<file path="src/rtl/alu_multicycle.sv">
// Clocked ALU: single-cycle ops complete at the Start edge (Done next cycle); LSL/LSR take n = min(B, W) edges.
// No queueing: Start is only honoured in IDLE, so a Start seen while Busy is dropped.
module alu_multicycle #(
  parameter int W   = 8,
  parameter int OPS = 3
) (
  input  logic           Clk,
  input  logic           Reset,
  input  logic           Start,
  input  logic [W-1:0]   InputA,
  input  logic [W-1:0]   InputB,
  input  logic [OPS-1:0] OP,
  input  logic           SC_in,
  output logic [W-1:0]   Out,
  output logic           Zero,
  output logic           Parity,
  output logic           Odd,
  output logic           Carry,
  output logic           Busy,
  output logic           Done
);
  localparam int CW = $clog2(W) + 1;

  localparam logic [0:0] STATE_IDLE  = 1'b0;
  localparam logic [0:0] STATE_SHIFT = 1'b1;

  localparam logic [OPS-1:0] OP_ADD = OPS'(0);
  localparam logic [OPS-1:0] OP_LSL = OPS'(1);
  localparam logic [OPS-1:0] OP_LSR = OPS'(2);
  localparam logic [OPS-1:0] OP_XOR = OPS'(3);
  localparam logic [OPS-1:0] OP_SNE = OPS'(4);
  localparam logic [OPS-1:0] OP_SEQ = OPS'(5);
  localparam logic [OPS-1:0] OP_MSK = OPS'(6);
  localparam logic [OPS-1:0] OP_ADC = OPS'(7);

  localparam logic [W-1:0]  ONE_W = W'(1);
  localparam logic [W-1:0]  W_LIM = W'(W);
  localparam logic [CW-1:0] W_CNT = CW'(W);

  logic [0:0]    state;
  logic [W-1:0]  work;
  logic          fill;
  logic          dir_left;
  logic [CW-1:0] cnt;

  logic [W:0]    sum;
  logic [W-1:0]  res;
  logic          res_c;
  logic [CW-1:0] n_sat;
  logic          is_shift;
  logic [W-1:0]  shifted;
  logic          out_bit;

  // ADC folds the carry-in into the same W+1 bit adder as ADD.
  always_comb begin
    sum = {1'b0, InputA} + {1'b0, InputB} + ((OP == OP_ADC) ? (W+1)'(SC_in) : '0);
  end

  always_comb begin
    n_sat    = (InputB >= W_LIM) ? W_CNT : InputB[CW-1:0];
    is_shift = (OP == OP_LSL) || (OP == OP_LSR);
  end

  // Shift results here only cover n == 0, where Out passes A through.
  always_comb begin
    res   = InputA;
    res_c = 1'b0;
    case (OP)
      OP_ADD, OP_ADC: begin
        res   = sum[W-1:0];
        res_c = sum[W];
      end
      OP_LSL, OP_LSR: res = InputA;
      OP_XOR:         res = InputA ^ InputB;
      OP_SNE:         res = (InputA != InputB) ? ONE_W : '0;
      OP_SEQ:         res = (InputA == InputB) ? ONE_W : '0;
      OP_MSK:         res = InputA ^ (ONE_W << InputB);
      default:        res = '0;
    endcase
  end

  always_comb begin
    shifted = dir_left ? {work[W-2:0], fill} : {fill, work[W-1:1]};
    out_bit = dir_left ? work[W-1] : work[0];
  end

  always_ff @(posedge Clk) begin
    if (Reset) begin
      state    <= STATE_IDLE;
      work     <= '0;
      fill     <= 1'b0;
      dir_left <= 1'b0;
      cnt      <= '0;
      Out      <= '0;
      Carry    <= 1'b0;
      Done     <= 1'b0;
    end else begin
      Done <= 1'b0;
      case (state)
        STATE_IDLE: begin
          if (Start) begin
            if (is_shift && (n_sat != '0)) begin
              work     <= InputA;
              fill     <= SC_in;
              dir_left <= (OP == OP_LSL);
              cnt      <= n_sat;
              state    <= STATE_SHIFT;
            end else begin
              Out   <= res;
              Carry <= res_c;
              Done  <= 1'b1;
            end
          end
        end
        default: begin
          work <= shifted;
          cnt  <= cnt - CW'(1);
          if (cnt == CW'(1)) begin
            Out   <= shifted;
            Carry <= out_bit;
            Done  <= 1'b1;
            state <= STATE_IDLE;
          end
        end
      endcase
    end
  end

  assign Busy   = (state == STATE_SHIFT);
  assign Zero   = ~|Out;
  assign Parity = ^Out;
  assign Odd    = Out[0];

endmodule

</file>
<file path="config.mk">
export PLATFORM = sky130hd
export DESIGN_NAME = alu_multicycle
export DESIGN_NICKNAME = d
export VERILOG_FILES = /design/src/rtl/alu_multicycle.sv
export SDC_FILE = /design/constraint.sdc
export NUM_CORES = 1
export LEC_CHECK = 0
export BUFFER_PORTS_ARGS = -buffer_cell sky130_fd_sc_hd__buf_2
export CORE_MARGIN = 2
export CORE_UTILIZATION = 45
export DETAILED_ROUTE_END_ITERATION = 7
export GPL_TIMING_DRIVEN = 0
export PLACE_DENSITY = 0.7
export SLEW_MARGIN = 10
export SYNTH_ARGS = -nofsm -noshare
export SYNTH_HDL_FRONTEND = slang
export SYNTH_SLANG_ARGS = --single-unit
export TNS_END_PERCENT = 1
</file>
<file path="constraint.sdc">
create_clock -name Clk -period 3.6 [get_ports Clk]
set_input_delay 0.36 -clock Clk [delete_from_list [all_inputs] [get_ports Clk]]
set_output_delay 0.36 -clock Clk [all_outputs]
set_load 0.03 [all_outputs]
</file>
==> impl_metrics.yaml <==
grt:
  grt_max_degree: 16
  antenna_found_initial: 0
  track_usage_pct: 24.7
  grt_pass1_vias: 2393
  grt_overflow: 0
  grt_pass1_wl_mm: 11.8
worst_hold_path:
  min_to: "fill$_SDFFE_PP0P_"
  hold_class: "primary input to flip-flop"
  hold_depth: 3
  min-delay-start: "SC_in"
placement:
  port_buffers: 35
  pre_cts_slack_ps: 97.3
  dp.cells: 432
  place_congestion: 0.958
  hpwl_mm: 5.87
synthesis:
  ys_seq_area_share_pct: 20.4
  synth_most_common_cell: "nand2_1"
  synth_area_um2: 2450
  avgSynthCellArea_um2: 7.50
  synth_edf_count: 0
  yosys-top-cells-area: "dfxtp_1 (20%), ha_1 (7.1%), mux2i_1 (5.3%)"
  syn_inst: 327
  yosysWarnings: 0
  ys_top_cells_by_count: "nand2_1 (28), inv_1 (26), dfxtp_1 (25), nor2_1 (25), a21oi_1 (22)"
  synthFlopType: "dfxtp_1"
  synth_seq_cells: 25
  synth_top_area_share_pct: 20.4
  synth_cell_type_count: 61
  synth.largest_area_cell: "dfxtp_1"
  synthArstFlopShare_pct: 0
  synth_fp_nets: 366
cts:
  root_buffer: "clkbuf_8"
  cts_buffers: 3
  cts_tree: "done"
  clock_path_buffers: 2
  ctsHoldBuffers: 0
  post_cts_buffers: 0
  clock_sinks: 25
  htreeDepth: 1
  ctsResizeCount: 0
  insertion_delay_ps: 280
  clkTransAtPathRegs_ps: 100
route:
  dr.first_iter.drc_count: 203
  drc: 0
  vias_per_cell: 6.06
  wl_per_cell_um: 17.2
  routed-via-count: 2643
  dr.pass1.iters: 7
  totalWireLength_mm: 7.51
  antenna_left: 0
critical_path:
  crit_type: "primary input to flip-flop"
  arrival_ps: 3480
  r2r_end: "work[1]$_SDFFE_PP0P_"
  crit_path_start: "OP[2]"
  cp-start-kind: "primary input"
  reg2reg_depth: 6
  critical_path_required_ps: 3800
  crit_fanout: 10
  worst_setup_path_end_kind: "flip-flop"
  r2r-start: "Busy$_SDFF_PP0_"
  r2r_slack_ps: 1350
timing:
  max_slew_margin_pct: 55.1
  setup_slack_ps: 316
  worstMarginPinSlew_ps: 667
  hold_viol: 0
  finalMaxSlewViolations: 0
  rsz0062_at_grt: "false"
  setup_viol: 0
  period_share_pct: 91.2
  period_minus_slack_ps: 3280
  clock.fmax_ghz: 0.304
  skew_ps: 13.6
  tns_ps: 0
power_and_ir_drop:
  p_sw_uw: 349
  swShare_pct: 40.1
  p_per_area_nw_per_um2: 315
  p_leak_uw: 0.00108
  p_seq_share_pct: 36.3
  finalPower_uw: 871
  internal_power_uw: 522
  p_comb_share_pct: 44.1
  clockPowerShare_pct: 19.6
  ir_worst_vdd_v: 0.000193
cells_and_area:
  syn_to_final_growth_pct: 12.7
  multiInputGateArea_um2: 1760
  final-instance-count-excl-fill: 436
  regArea_um2: 500
  drive_above_1_share_pct: 15.8
  diodes: 0
  nets: 406
  nFillCells: 519
  final_util_pct: 53.4
floorplanning:
  die_height_um: 77.8
  start_util_pct: 47.4
  num_io_pins: 37
  die_w_um: 77.8
  die_area_um2: 6060
  core_um2: 5170
  fp-row-count: 26
run:
  maxCapViolCount: 0
status:
  outcome: "finished clean"
==> layer usage <==
metal / share of wire [%] / routed length [um] / track usage [%] / up-vias
li1: - / - / - / 1284
met1: 44 / 3330 / 33.5 / 1215
met2: 44 / 3330 / 38.6 / 127
met3: 9.3 / 698 / 5.47 / 17
met4: 2.0 / 147 / 8.04 / 0
met5: 0 / 0 / 0 / -
==> power by group through the flow <==
stage                     Combinational, uW  Clock (uW)  Sequential (uW)
after global routing                    419         187              319
final                                   384         171              316
after global placement                  373           0              321
after CTS                               381         177              316
after detailed placement                380           0              322
after floorplan                         248           0              343
==> final cells by class <==
class	count	area share [%]
Inverter	26	3.53
Clock inverter	1	0.272
Clock buffer	3	1.49
Tap cell	70	3.17
Buffer	18	3.30
Multi-Input combinational cell	258	63.8
Sequential cell	25	18.1
Timing Repair Buffer	35	6.34
==> how the worst max path moves through the flow <==
stage	to	slack [ps]	cells after the start
2_1_floorplan	Carry$_SDFFE_PP0P_	890	10
3_3_place_gp	Carry$_SDFFE_PP0P_	180	11
3_5_place_dp	Carry$_SDFFE_PP0P_	100	11
4_1_cts	Carry$_SDFFE_PP0P_	370	11
5_1_grt	Carry$_SDFFE_PP0P_	90	11
6_report	Carry$_SDFFE_PP0P_	320	11
==> metrics by stage <==
| stage | area [um2] | hold WS (ps) |
|---|---|---|
| 2_1_floorplan | 2450 | 439 |
| 3_3_place_gp | 2720 | 452 |
| 3_5_place_dp | 2720 | 463 |
| 4_1_cts | 2760 | 355 |
| 5_1_grt | 2760 | 359 |
| 6_report | 2760 | 365 |
==> state kept, by name (all words and copies together) (netlist names) <==
signal	cells
fill	1
Done	1
Out	8
cnt	4
Carry	1
work	8
Busy	1
dir_left	1
==> kinds of logic after synthesis <==
logic type	Yosys count	synth area share (%)
AO/OA/AOI/OAI	90	25.9
XOR/XNOR	9	3.21
adder cells (fa/ha/maj)	16	8.78
buffers and inverters	44	7.70
flip-flops	25	20.4
multiplexers	18	7.60
AND/OR/NAND/NOR	125	26.4
==> cells in the final DEF, fill, tap and decap left out, types with 3 or more instances in the layout <==
cell type	count
or3_1	4
a211oi_1	4
o211ai_1	7
nor2_1	25
nor4_1	9
o31ai_1	4
nand2_1	28
clkbuf_8	3
a31oi_1	6
o21ai_0	13
a221oi_1	3
xor2_1	6
dfxtp_1	25
nand3_1	14
xnor2_1	3
buf_1	3
o32ai_1	3
and2_1	6
inv_1	26
nand2b_1	7
a311oi_1	4
ha_1	14
buf_2	36
mux2i_1	13
a21oi_1	22
clkbuf_1	10
mux2_2	5
nor2b_1	5
nor3_1	8
==> worst max-delay path, cell delays in order <==
cell and delay [ps]:
buf_2 110, buf_1 360, clkbuf_1 440, nand4_1 190
fa_1 460, fa_1 430, nor2b_1 200, o221ai_1 220
a211oi_1 290, o31ai_1 160, a211oi_1 240
Note: power is estimated with default switching activity, not from simulation.
